<file path="src/rtl/uart_pkg.sv">
// Shared definitions for the UART Lite AXI4-lite helpers: poller states,
// default register map and status register bit positions.
package uart_pkg;

    typedef enum logic [2:0] {
        ST_GAP,
        ST_STAT_AR,
        ST_STAT_R,
        ST_DATA_AR,
        ST_DATA_R
    } rx_poll_state_e;

    localparam logic [3:0] UART_RX_ADDR   = 4'h0;
    localparam logic [3:0] UART_TX_ADDR   = 4'h4;
    localparam logic [3:0] UART_STAT_ADDR = 4'h8;
    localparam logic [3:0] UART_CTRL_ADDR = 4'hC;

    localparam int unsigned STAT_RX_VALID = 0;
    localparam int unsigned STAT_RX_FULL  = 1;
    localparam int unsigned STAT_TX_EMPTY = 2;
    localparam int unsigned STAT_TX_FULL  = 3;

    // Width of a down-counter able to hold the value gap (at least 1 bit).
    function automatic int unsigned gap_width(input int unsigned gap);
        return (gap < 2) ? 1 : $clog2(gap + 1);
    endfunction

endpackage

</file>
<file path="src/rtl/sync_fifo.sv">
// Single-clock show-ahead FIFO; DEPTH must be a power of two (pointers wrap
// naturally). Push when full and pop when empty are ignored.
module sync_fifo #(
    parameter int unsigned WIDTH = 8,
    parameter int unsigned DEPTH = 16
) (
    input  logic                     clk,
    input  logic                     rst,
    input  logic                     push,
    input  logic [WIDTH-1:0]         din,
    input  logic                     pop,
    output logic [WIDTH-1:0]         dout,
    output logic                     full,
    output logic                     empty,
    output logic [$clog2(DEPTH):0]   count
);

    localparam int unsigned AW = $clog2(DEPTH);

    logic [WIDTH-1:0] mem [DEPTH];
    logic [AW-1:0]    wr_ptr;
    logic [AW-1:0]    rd_ptr;
    logic [AW:0]      occ;
    logic             do_push;
    logic             do_pop;

    assign full    = (occ == (AW+1)'(DEPTH));
    assign empty   = (occ == '0);
    assign count   = occ;
    assign dout    = mem[rd_ptr];
    assign do_push = push && !full;
    assign do_pop  = pop && !empty;

    always_ff @(posedge clk or posedge rst) begin
        if (rst) begin
            wr_ptr <= '0;
            rd_ptr <= '0;
            occ    <= '0;
        end else begin
            if (do_push) wr_ptr <= wr_ptr + AW'(1);
            if (do_pop)  rd_ptr <= rd_ptr + AW'(1);
            case ({do_push, do_pop})
                2'b10:   occ <= occ + (AW+1)'(1);
                2'b01:   occ <= occ - (AW+1)'(1);
                default: occ <= occ;
            endcase
        end
    end

    always_ff @(posedge clk) begin
        if (do_push) mem[wr_ptr] <= din;
    end

endmodule

</file>
<file path="src/rtl/uart_rx_poller.sv">
// Polls the UART Lite status register over AXI4-lite and drains RX bytes into
// a local FIFO. Define UART_RX_POLLER_STATS_EN to enable the rx_count counter.
module uart_rx_poller
    import uart_pkg::*;
#(
    parameter int unsigned DEPTH     = 16,
    parameter int unsigned POLL_GAP  = 4,
    parameter logic [3:0]  STAT_ADDR = UART_STAT_ADDR,
    parameter logic [3:0]  RX_ADDR   = UART_RX_ADDR
) (
    input  logic        clk,
    input  logic        rst,
    input  logic        en,
    output logic [3:0]  uart_axi_araddr,
    output logic        uart_axi_arvalid,
    input  logic        uart_axi_arready,
    input  logic [31:0] uart_axi_rdata,
    input  logic [1:0]  uart_axi_rresp,
    input  logic        uart_axi_rvalid,
    output logic        uart_axi_rready,
    output logic [7:0]  rx_data,
    output logic        rx_valid,
    input  logic        rx_ready,
    output logic        err,
    output logic [15:0] rx_count
);

    localparam int unsigned CW = $clog2(DEPTH) + 1;
    localparam int unsigned GW = gap_width(POLL_GAP);
    localparam logic [GW-1:0] GAP_LOAD = GW'(POLL_GAP);

    rx_poll_state_e state;
    rx_poll_state_e state_nxt;
    logic [GW-1:0]  gap_cnt;
    logic           gap_done;
    logic           push;
    logic           err_set;
    logic           fifo_full;
    logic           fifo_empty;
    logic [CW-1:0]  fifo_count;
    logic           unused_bits;

    // GAP always lasts at least one cycle, so a gap of 0 and 1 behave alike.
    assign gap_done = (gap_cnt <= GW'(1));

    always_ff @(posedge clk or posedge rst) begin
        if (rst) begin
            state   <= ST_GAP;
            gap_cnt <= GAP_LOAD;
        end else begin
            state <= state_nxt;
            if (state_nxt == ST_GAP && state != ST_GAP)
                gap_cnt <= GAP_LOAD;
            else if (state == ST_GAP && gap_cnt != '0)
                gap_cnt <= gap_cnt - GW'(1);
        end
    end

    always_comb begin
        state_nxt        = state;
        uart_axi_araddr  = STAT_ADDR;
        uart_axi_arvalid = 1'b0;
        uart_axi_rready  = 1'b0;
        push             = 1'b0;
        err_set          = 1'b0;
        case (state)
            ST_GAP: begin
                if (gap_done && en) state_nxt = ST_STAT_AR;
            end
            ST_STAT_AR: begin
                uart_axi_arvalid = 1'b1;
                if (uart_axi_arready) state_nxt = ST_STAT_R;
            end
            ST_STAT_R: begin
                uart_axi_rready = 1'b1;
                if (uart_axi_rvalid) begin
                    err_set = (uart_axi_rresp != 2'b00);
                    // Space is reserved here; only pops can happen before the push.
                    if (uart_axi_rresp == 2'b00 && uart_axi_rdata[STAT_RX_VALID] && !fifo_full)
                        state_nxt = ST_DATA_AR;
                    else
                        state_nxt = ST_GAP;
                end
            end
            ST_DATA_AR: begin
                uart_axi_araddr  = RX_ADDR;
                uart_axi_arvalid = 1'b1;
                if (uart_axi_arready) state_nxt = ST_DATA_R;
            end
            ST_DATA_R: begin
                uart_axi_araddr = RX_ADDR;
                uart_axi_rready = 1'b1;
                if (uart_axi_rvalid) begin
                    push      = (uart_axi_rresp == 2'b00);
                    err_set   = (uart_axi_rresp != 2'b00);
                    state_nxt = en ? ST_STAT_AR : ST_GAP;
                end
            end
            default: state_nxt = ST_GAP;
        endcase
    end

    always_ff @(posedge clk or posedge rst) begin
        if (rst)          err <= 1'b0;
        else if (err_set) err <= 1'b1;
    end

    sync_fifo #(
        .WIDTH(8),
        .DEPTH(DEPTH)
    ) u_fifo (
        .clk   (clk),
        .rst   (rst),
        .push  (push),
        .din   (uart_axi_rdata[7:0]),
        .pop   (rx_ready),
        .dout  (rx_data),
        .full  (fifo_full),
        .empty (fifo_empty),
        .count (fifo_count)
    );

    assign rx_valid    = !fifo_empty;
    assign unused_bits = ^{uart_axi_rdata[31:8], fifo_count};

`ifdef UART_RX_POLLER_STATS_EN
    logic [15:0] count_q;

    always_ff @(posedge clk or posedge rst) begin
        if (rst)
            count_q <= '0;
        else if (push && count_q != 16'hFFFF)
            count_q <= count_q + 16'd1;
    end

    assign rx_count = count_q;
`else
    assign rx_count = '0;
`endif

endmodule

</file>
<file path="config.mk">
export PLATFORM = sky130hd
export DESIGN_NAME = uart_rx_poller
export DESIGN_NICKNAME = d
export VERILOG_FILES = /design/src/rtl/uart_pkg.sv /design/src/rtl/sync_fifo.sv /design/src/rtl/uart_rx_poller.sv
export SDC_FILE = /design/constraint.sdc
export NUM_CORES = 1
export LEC_CHECK = 0
export CAP_MARGIN = 5
export CELL_PAD_IN_SITES_DETAIL_PLACEMENT = 1
export CELL_PAD_IN_SITES_GLOBAL_PLACEMENT = 2
export CORE_UTILIZATION = 39
export CTS_BUF_LIST = sky130_fd_sc_hd__clkbuf_8
export DETAILED_ROUTE_END_ITERATION = 12
export GPL_TIMING_DRIVEN = 0
export PLACE_DENSITY = 0.8
export SLEW_MARGIN = 30
export SYNTH_ARGS = -nofsm -noshare
export SYNTH_HDL_FRONTEND = slang
export SYNTH_SLANG_ARGS = --single-unit
</file>
<file path="constraint.sdc">
create_clock -name clk -period 2.9 [get_ports clk]
set_input_delay 0.725 -clock clk [delete_from_list [all_inputs] [get_ports clk]]
set_output_delay 0.725 -clock clk [all_outputs]
set_load 0.05 [all_outputs]
</file>
Word level (Yosys, flattened, before mapping). Memories as Yosys holds them, arrays and structs flattened. Cells that the tools add are included.

Output and inout port bits: 32. Register bits: 20. Bits in writable memories: 128. Memories: 1. Word-level logic and storage cells: 61. Bits of input ports: 40.

Memories: u_fifo.mem (depth 16, bits a word 8, rd ports 1, clocked after Yosys merged registers in 0, wr ports 1, RTL line sync_fifo.sv:20) `logic [WIDTH-1:0] mem [DEPTH];`.

Reduce and logical (&&, ||, !) cells: 21. $lt $le $gt $ge: 1. Muxes and demuxes: 20. Add/subtract/negate cells: 5. Equality and inequality tests: 7.

Operator list (number): 3-bit 2-to-1 mux (7); 3-bit case mux with 5 select lines (1); 5-bit case mux with 2 select lines (1); 1-bit 2-to-1 mux (9); 4-bit by 1-bit adder with 4-bit output (second input constant) (2); 1-bit logical AND (7); 3-bit by 2-bit equality test with 1-bit output (second input constant) (2); 3-bit zero test (2); 2-bit nonzero test (3); 3-bit nonzero test (2); 2-bit OR reduction (3); 5-bit by 1-bit adder with 5-bit output (second input constant) (1); 5-bit equality test (second input constant) (1); 5-bit zero test (1); 5-bit by 1-bit subtractor with 5-bit output (second input constant) (1); 4-bit 2-to-1 mux (1); 3-bit by 1-bit equality test with 1-bit output (second input constant) (1); 3-bit equality test (second input constant) (1); 3-bit by 1-bit <= comparator with 1-bit output (second input constant) (1); 3-bit by 1-bit subtractor with 3-bit output (second input constant) (1); 2-bit by 1-bit equality test with 1-bit output (second input constant) (1); 2-bit equality test (second input constant) (1); 1-bit zero test (2); 2-bit zero test (1); 2-bit 2-to-1 mux (1).

Longest topological paths before layout. Gate-level depths: netlist (run 1).

Word-level depth: 9. Mapped depth: 10. Gate-level depth less buffers: 9.

Cells and area by module. From an unflattened synthesis (run 1), not the netlist that was laid out.

Cell total of the unflattened synthesis: 410. Area, all modules: 6495.0 um^2.

By module, submodules not included: sync_fifo (times used 1, area an instance 5836.8 um^2, sequential area each 4169.0 um^2, cells each 333); uart_rx_poller (times used 1, area an instance 658.1 um^2, sequential area each 176.4 um^2, cells each 77).

Worst setup path after synthesis (run 1). No wires, ideal clock.

Path type: input-to-reg. From: input uart_axi_rresp[1]. To: register u_fifo.occ[4], in the netlist u_fifo.count[4]. Path slack: -0.173 ns. Arrival time: 2.993 ns. Path buffers: 0. Setup time: 0.080 ns. Required time: 2.820 ns. Cell stages on the path: 9. Cells stage by stage: or4_4 > a211oi_4 > inv_1 > ha_1 > fa_1 > a21o_1 > a21oi_1 > mux2i_1 > xnor2_1.

Longest elaborated chain between the ends: 6. Elaborated cells on any way between the ends: 8. Classes of those cells: 2 x eq/ne; 3 x mux; 3 x reduce/logical.

RTL lines: from (decl) (RTL line uart_rx_poller.sv:18) `input logic [1:0] uart_axi_rresp,`; 2-bit zero test (*) (RTL line uart_rx_poller.sv:94) `push = (uart_axi_rresp == 2'b00);`; 1-bit 2-to-1 mux (*) (RTL line uart_rx_poller.sv:93) `if (uart_axi_rvalid) begin`; 1-bit 2-to-1 mux (*) (RTL line uart_rx_poller.sv:66) `case (state)`; 1-bit logical AND (*) (RTL line sync_fifo.sv:31) `assign do_push = push && !full;`; 2-bit by 1-bit equality test with 1-bit output or 2-bit equality test (tied branches) (RTL line sync_fifo.sv:42) `case ({do_push, do_pop})`; 5-bit case mux with 2 select lines or 2-bit nonzero test (tied branches); to (signal assigned) (RTL line sync_fifo.sv:43) `2'b10: occ <= occ + (AW+1)'(1);`; to (signal assigned) (RTL line sync_fifo.sv:44) `2'b01: occ <= occ - (AW+1)'(1);`; to (decl) (RTL line sync_fifo.sv:23) `logic [AW:0] occ;`.

Mark *: on every way between the ends. The rest lies on a longest branch, timed or not. A chain may end at the register's enable or synchronous reset.

Final worst setup path (run 1).
From: register u_fifo.rd_ptr[0]. To: output rx_data[3].

Longest elaborated chain between the ends: 1.

RTL lines: from (decl) (RTL line sync_fifo.sv:22) `logic [AW-1:0] rd_ptr;`; from (signal assigned) (RTL line sync_fifo.sv:41) `if (do_pop) rd_ptr <= rd_ptr + AW'(1);`; memory read 16 x 8 bit; to (decl) (RTL line uart_rx_poller.sv:21) `output logic [7:0] rx_data,`.

No other way between the ends.

==> reports/qor.yml, run 1 <==
fmaxAchievable_mhz: 320.2
dpl_worst_slack_ps: -824.5
busiest_layer: "met2"
antennaDiodeCount: 0
failed_checks: "negative setup slack"
ys_seq_elements: 148
synth_edf_count: 128
yosys.cell_count.top_type: "edfxtp_1"
grt_max_degree: 21
slew_headroom: 0.3990
worstPathArrival_ps: 2400
crit_type: "register to output pin"
setup_ws_ps: -222.8
hold_path.class: "register to register"
ys_seq_area_frac: 0.6936
viasPerCell: 4.992
ios: 72
async_flop_share: 0.1351
period_share: 1.077
grt_pass1_wl_um: 19730
endpoint_kind: "output pin"
path_cells: "buf_12, buf_12, mux4_2, mux4_2, buf_6"
grt_use_met3: 0.03410
final_layout_size_suffix_gt1_frac: 0.3231
clkTransAtPathRegs_ps: 80
yosys.area.top_type: "edfxtp_1"
synth_area_um2: 6265
clk_latency_ps: 450
wl_per_cell_um: 20.82
drt_pass1_iterations: 4
synthCells: 340
drtIter0Drc: 153
postRouteAntennaNets: 0
drv_slew: 0
stdcell_count: 635
syn2layout_area_growth_pct: 20.21
die_y_um: 128.7
critPathBufInv: 3
synth_top_area_share: 0.6135
die_area_um2: 16570
clock_sinks: 148
cts_tree: "built"
rsz0062_at_grt: "true"
coreArea_um2: 15430
syn_avg_cell_area_um2: 18.43
slowest_delay_ps: 540
use_met2: 0.3033
status: "complete, but fails checks"
drc_errors: 0
synth.distinct_cells: 43
worst_clock_skew_ps: 10.20
rows: 45
initial_core_util: 0.4061
critPathSlowestCell: "mux4_2"
place.port_buffers: 28
wl_um: 13220
hold_viol: 0
worst_ep_required_time_ps: 2170
synth_warnings: 0
yosys-top-cells-area: "edfxtp_1, mux4_2, dfrtp_1, ha_1, buf_4"
dp.cells: 597
cts_buffers: 17
h-tree-depth: 4
use_met1: 0.2025
grt.overflow.total: 0
num_vias: 3170
nNetsFinal: 464
synth_ff_type: "edfxtp_1"
p_per_area_nw_per_um2: 933.2
finalPower_mw: 7.028
dp.final_hpwl_um: 8892
die_w_um: 128.7
min_period_ps: 3123
setup_viol: 8
netlist_top_cells_count: "edfxtp_1, mux4_2, buf_4, dfrtp_1, nor2_1"
gp_congestion: 0.7123
peakVddDrop_mv: 0.4502
root_buffer: "clkbuf_8"
cp_max_fo: 7
grt_pass1_vias: 3408
tightest_slew_ps: 898.2
antenna_found_initial: 0
power_leakage_nw: 2.621
cp-start-kind: "register"
cpLargestDelayFamily: "multiplexers"
maxCapViolCount: 0
cts_buffer_depth: 2
track_usage: 0.1710
==> cells in the final DEF, fill, tap and decap left out, types with 4 or more instances in the layout <==
master	instances
xnor2_1	10
buf_4	24
nor2_2	8
buf_12	4
conb_1	19
ha_1	11
clkdlybuf4s50_1	16
nand2_1	11
buf_6	8
inv_6	5
clkbuf_8	17
edfxtp_1	128
inv_1	9
nor2_1	8
dfrtp_1	18
o21ai_0	5
a21oi_1	5
dlygate4sd2_1	4
nor2b_1	4
a21o_1	4
mux4_2	40
==> where the power goes <==
group	internal, mW	switching, mW	total [mW]	leakage, nW
registers	2.44	0.192	2.63	1.39
logic	1.36	1.47	2.83	1.04
clock network	0.770	0.797	1.57	0.194
total	4.57	2.46	7.03	2.62
==> metrics by stage <==
stage                     TNS [ps]  cell area [um^2]    util  hold slack, ps
after floorplan             -8.069              6351       -           496.6
after global placement      -81170              6895  0.4470           438.8
after detailed placement    -79090              6915  0.4483           453.9
after CTS                    -1799              7402  0.4798           472.1
after global routing         -2047              7531  0.4882           487.4
final                        -1613              7531  0.4882           464.2
==> state kept, by name, indices dropped and copies added, names as in the netlist <==
name and count:
u_fifo.wr_ptr 4, u_fifo.mem 128, state 3, u_fifo.count 5
gap_cnt 3, u_fifo.rd_ptr 4, err 1
==> worst paths after layout <==
| kind | to | slack [ps] | startpoint | cells after the start |
|---|---|---|---|---|
| max | rx_data[3] | -220 | u_fifo.rd_ptr[0] | 5 |
| min | err | 460 | err | 1 |
| max reg2reg | u_fifo.mem[6][1] | 200 | state[1] | 6 |
| min reg2reg | err | 460 | err | 1 |
| max in group asynchronous | u_fifo.rd_ptr[1] | 1600 | rst | 2 |
| min in group asynchronous | u_fifo.count[3] | 740 | rst | 2 |
==> repair_timing <==
action / CTS / global route
resized for setup: 82 / 12
cloned: 0 / 3
hold buffers: 0 / 0
setup buffers: 4 / 1
pin swaps: 1 / 4
endpoints found under the setup margin: 126 / 97
==> final cells by class <==
cell class,instances,area [um^2]
clock inverters,15,153.9
fillers,1496,7896
flip-flops and latches,148,4347
plain buffers,33,270.3
clock buffers,17,234.0
repair buffers,36,397.9
inverters,10,37.54
well taps,211,264.0
multi-input cells,165,1827
==> logic make-up (layout without fill, tap and decap cells) <==
| kind of cell | Yosys count | count (layout) | share of synthesized area |
|---|---|---|---|
| flip-flops | 148 | 148 | 0.6936 |
| AND/OR/NAND/NOR | 50 | 50 | 0.04034 |
| buffers and inverters | 45 | 111 | 0.03935 |
| multiplexers | 44 | 44 | 0.1508 |
| AO/OA/AOI/OAI | 26 | 26 | 0.02996 |
| adder cells (fa/ha/maj) | 13 | 13 | 0.02716 |
| XOR/XNOR | 13 | 13 | 0.01817 |
| other | 1 | 19 | 0.0005986 |
==> routing by layer <==
layer  routed length, um  share of wire  vias to the layer above
li1                    -              -                     1439
met1                5549           0.42                     1650
met2                7085           0.54                       65
met3                 364          0.028                       16
met4                 221          0.017                        0
met5                   0              0                        -
Power figures use the tool's default switching activity.
==> run 2: changes to the inputs <==
==> constraint.sdc (replaced) <==
create_clock -name clk -period 2.9 [get_ports clk]
set_input_delay 0.58 -clock clk [delete_from_list [all_inputs] [get_ports clk]]
set_output_delay 0.58 -clock clk [all_outputs]
set_load 0.05 [all_outputs]
==> reports/qor.yml, run 2 (synthesis gave the netlist of run 1 again) <==
clk_latency_ps: 460  # about the same
postRouteAntennaNets: 0  # unchanged
place.port_buffers: 28  # unchanged
drc_errors: 0  # unchanged
coreArea_um2: 15430  # unchanged
final_layout_size_suffix_gt1_frac: 0.3050  # -0.01815
track_usage: 0.1647  # -0.006295
drv_slew: 0  # unchanged
die_area_um2: 16570  # unchanged
nNetsFinal: 463  # -0.22%
use_met1: 0.2018  # -0.0007350
grt_pass1_vias: 3325  # -2.4%
cts_buffers: 17  # unchanged
antennaDiodeCount: 0  # unchanged
grt_max_degree: 21  # unchanged
slowest_delay_ps: 520  # -20 ps
initial_core_util: 0.4061  # unchanged
root_buffer: "clkbuf_8"
mostFrequentLayoutCells: "edfxtp_1, mux4_2, buf_4"
power_leakage_nw: 2.641  # +0.77%
p_per_area_nw_per_um2: 939.7  # +0.69%
crit_type: "register to output pin"
dpl_worst_slack_ps: -729.7  # +94.79 ps
drt_pass1_iterations: 4  # unchanged
cp_max_fo: 7  # unchanged
wl_per_cell_um: 20.18  # -3.1%
cts_buffer_depth: 2  # unchanged
fmaxAchievable_mhz: 335.3  # +4.7%
hold_viol: 0  # unchanged
hold_path.class: "register to register"
ios: 72  # unchanged
worstPathArrival_ps: 2400  # about the same
finalPower_mw: 7.057  # +0.41%
tightest_slew_ps: 969.7  # +71.50 ps
dp.final_hpwl_um: 8401  # -5.5%
grt_pass1_wl_um: 19260  # -2.4%
gp_congestion: 0.6926  # -2.8%
top_register: "u_fifo.mem"
worst_ep_required_time_ps: 2320  # +150 ps
setup_viol: 8  # unchanged
antenna_found_initial: 0  # unchanged
wl_um: 12790  # -3.2%
rsz0062_at_grt: "true"
path_cells: "buf_12, clkbuf_16, mux4_2, mux4_2, buf_6"
largest_reg_flops: 128  # unchanged
rows: 45  # unchanged
worst_clock_skew_ps: 15.23  # +5.031 ps
maxCapViolCount: 0  # unchanged
peakVddDrop_mv: 0.3559  # -21%
drtIter0Drc: 198  # +29%
setup_ws_ps: -82.56  # +140.3 ps
use_met2: 0.2776  # -0.02576
fillCellCount: 1502  # +0.40%
cts_hold_buf: 0  # unchanged
clock_sinks: 148  # unchanged
grt.overflow.total: 0  # unchanged
endpoint_kind: "output pin"
period_share: 1.028  # -0.04837
min_period_ps: 2983  # -140.3 ps
critPathSlowestCell: "mux4_2"
die_w_um: 128.7  # unchanged
viasPerCell: 5.024  # +0.63%
failed_checks: "negative setup slack"
die_y_um: 128.7  # unchanged
status: "complete, but fails checks"
path_common_cell: "mux4_2"
final_common_cell: "edfxtp_1"
cp-start-kind: "register"
num_vias: 3185  # +0.47%
busiest_layer: "met2"
clkTransAtPathRegs_ps: 80  # about the same
syn2layout_area_growth_pct: 19.87
h-tree-depth: 4  # unchanged
grt_use_met3: 0.03534  # +0.001247
cts_tree: "built"
slew_headroom: 0.3512  # -0.04784
run 2: path summary, 6_finish.rpt:
kind	slack, ps	start	cells past startpoint	endpoint
hold reg to reg	470	err	1	err
max in group asynchronous	1740	rst	2	u_fifo.rd_ptr[1]
min in group asynchronous	590	rst	2	u_fifo.wr_ptr[3]
setup reg to reg	150	state[1]	6	u_fifo.mem[13][4]
hold / removal	470	err	1	err
setup / recovery	-80	u_fifo.rd_ptr[0]	5	rx_data[6]
run 2: what timing repair did:
action	in CTS	in global routing
resized for setup	80	9
pin swaps	1	1
setup buffers	4	0
setup endpoints to repair	27	21
cloned	0	3
run 2: metal layers:
metal	part of all wire	routed length (um)
met5	0	0
met4	0.022	287
met1	0.42	5407
met3	0.038	491
met2	0.52	6606
run 2: through the flow:
step,utilization,setup TNS (ps),instance area (um^2),cells,hold slack (ps)
3_5_place_dp,0.4470,-56640,6897,597,455.7
4_1_cts,0.4798,-581.3,7402,631,473.7
2_1_floorplan,-,0,6332,358,496.6
6_report,0.4868,-442.4,7510,634,465.2
5_1_grt,0.4868,-829.4,7510,634,482.9
3_3_place_gp,0.4457,-60490,6877,597,439.8
run 2: cell type report:
cell class | instances | area (um^2) | area share
Timing Repair Buffer | 35 | 407.9 | 0.05432
Buffer | 33 | 267.8 | 0.03565
Multi-Input combinational cell | 165 | 1797 | 0.2393
Sequential cell | 148 | 4347 | 0.5788
Tap cell | 211 | 264.0 | 0.03515
Clock inverter | 15 | 155.1 | 0.02066
Inverter | 10 | 37.54 | 0.004998
Clock buffer | 17 | 234.0 | 0.03116
run 2: report_power, final:
part	total [mW]	switching (mW)	internal (mW)
sequential	2.63	0.192	2.44
clock	1.58	0.808	0.768
combinational	2.85	1.46	1.38
run 2: worst max-delay path: cells and delay by family, from the launching register on:
family	cells	cell delay, ps
mux	2	1030
buf+inv	3	510
flops	1	400
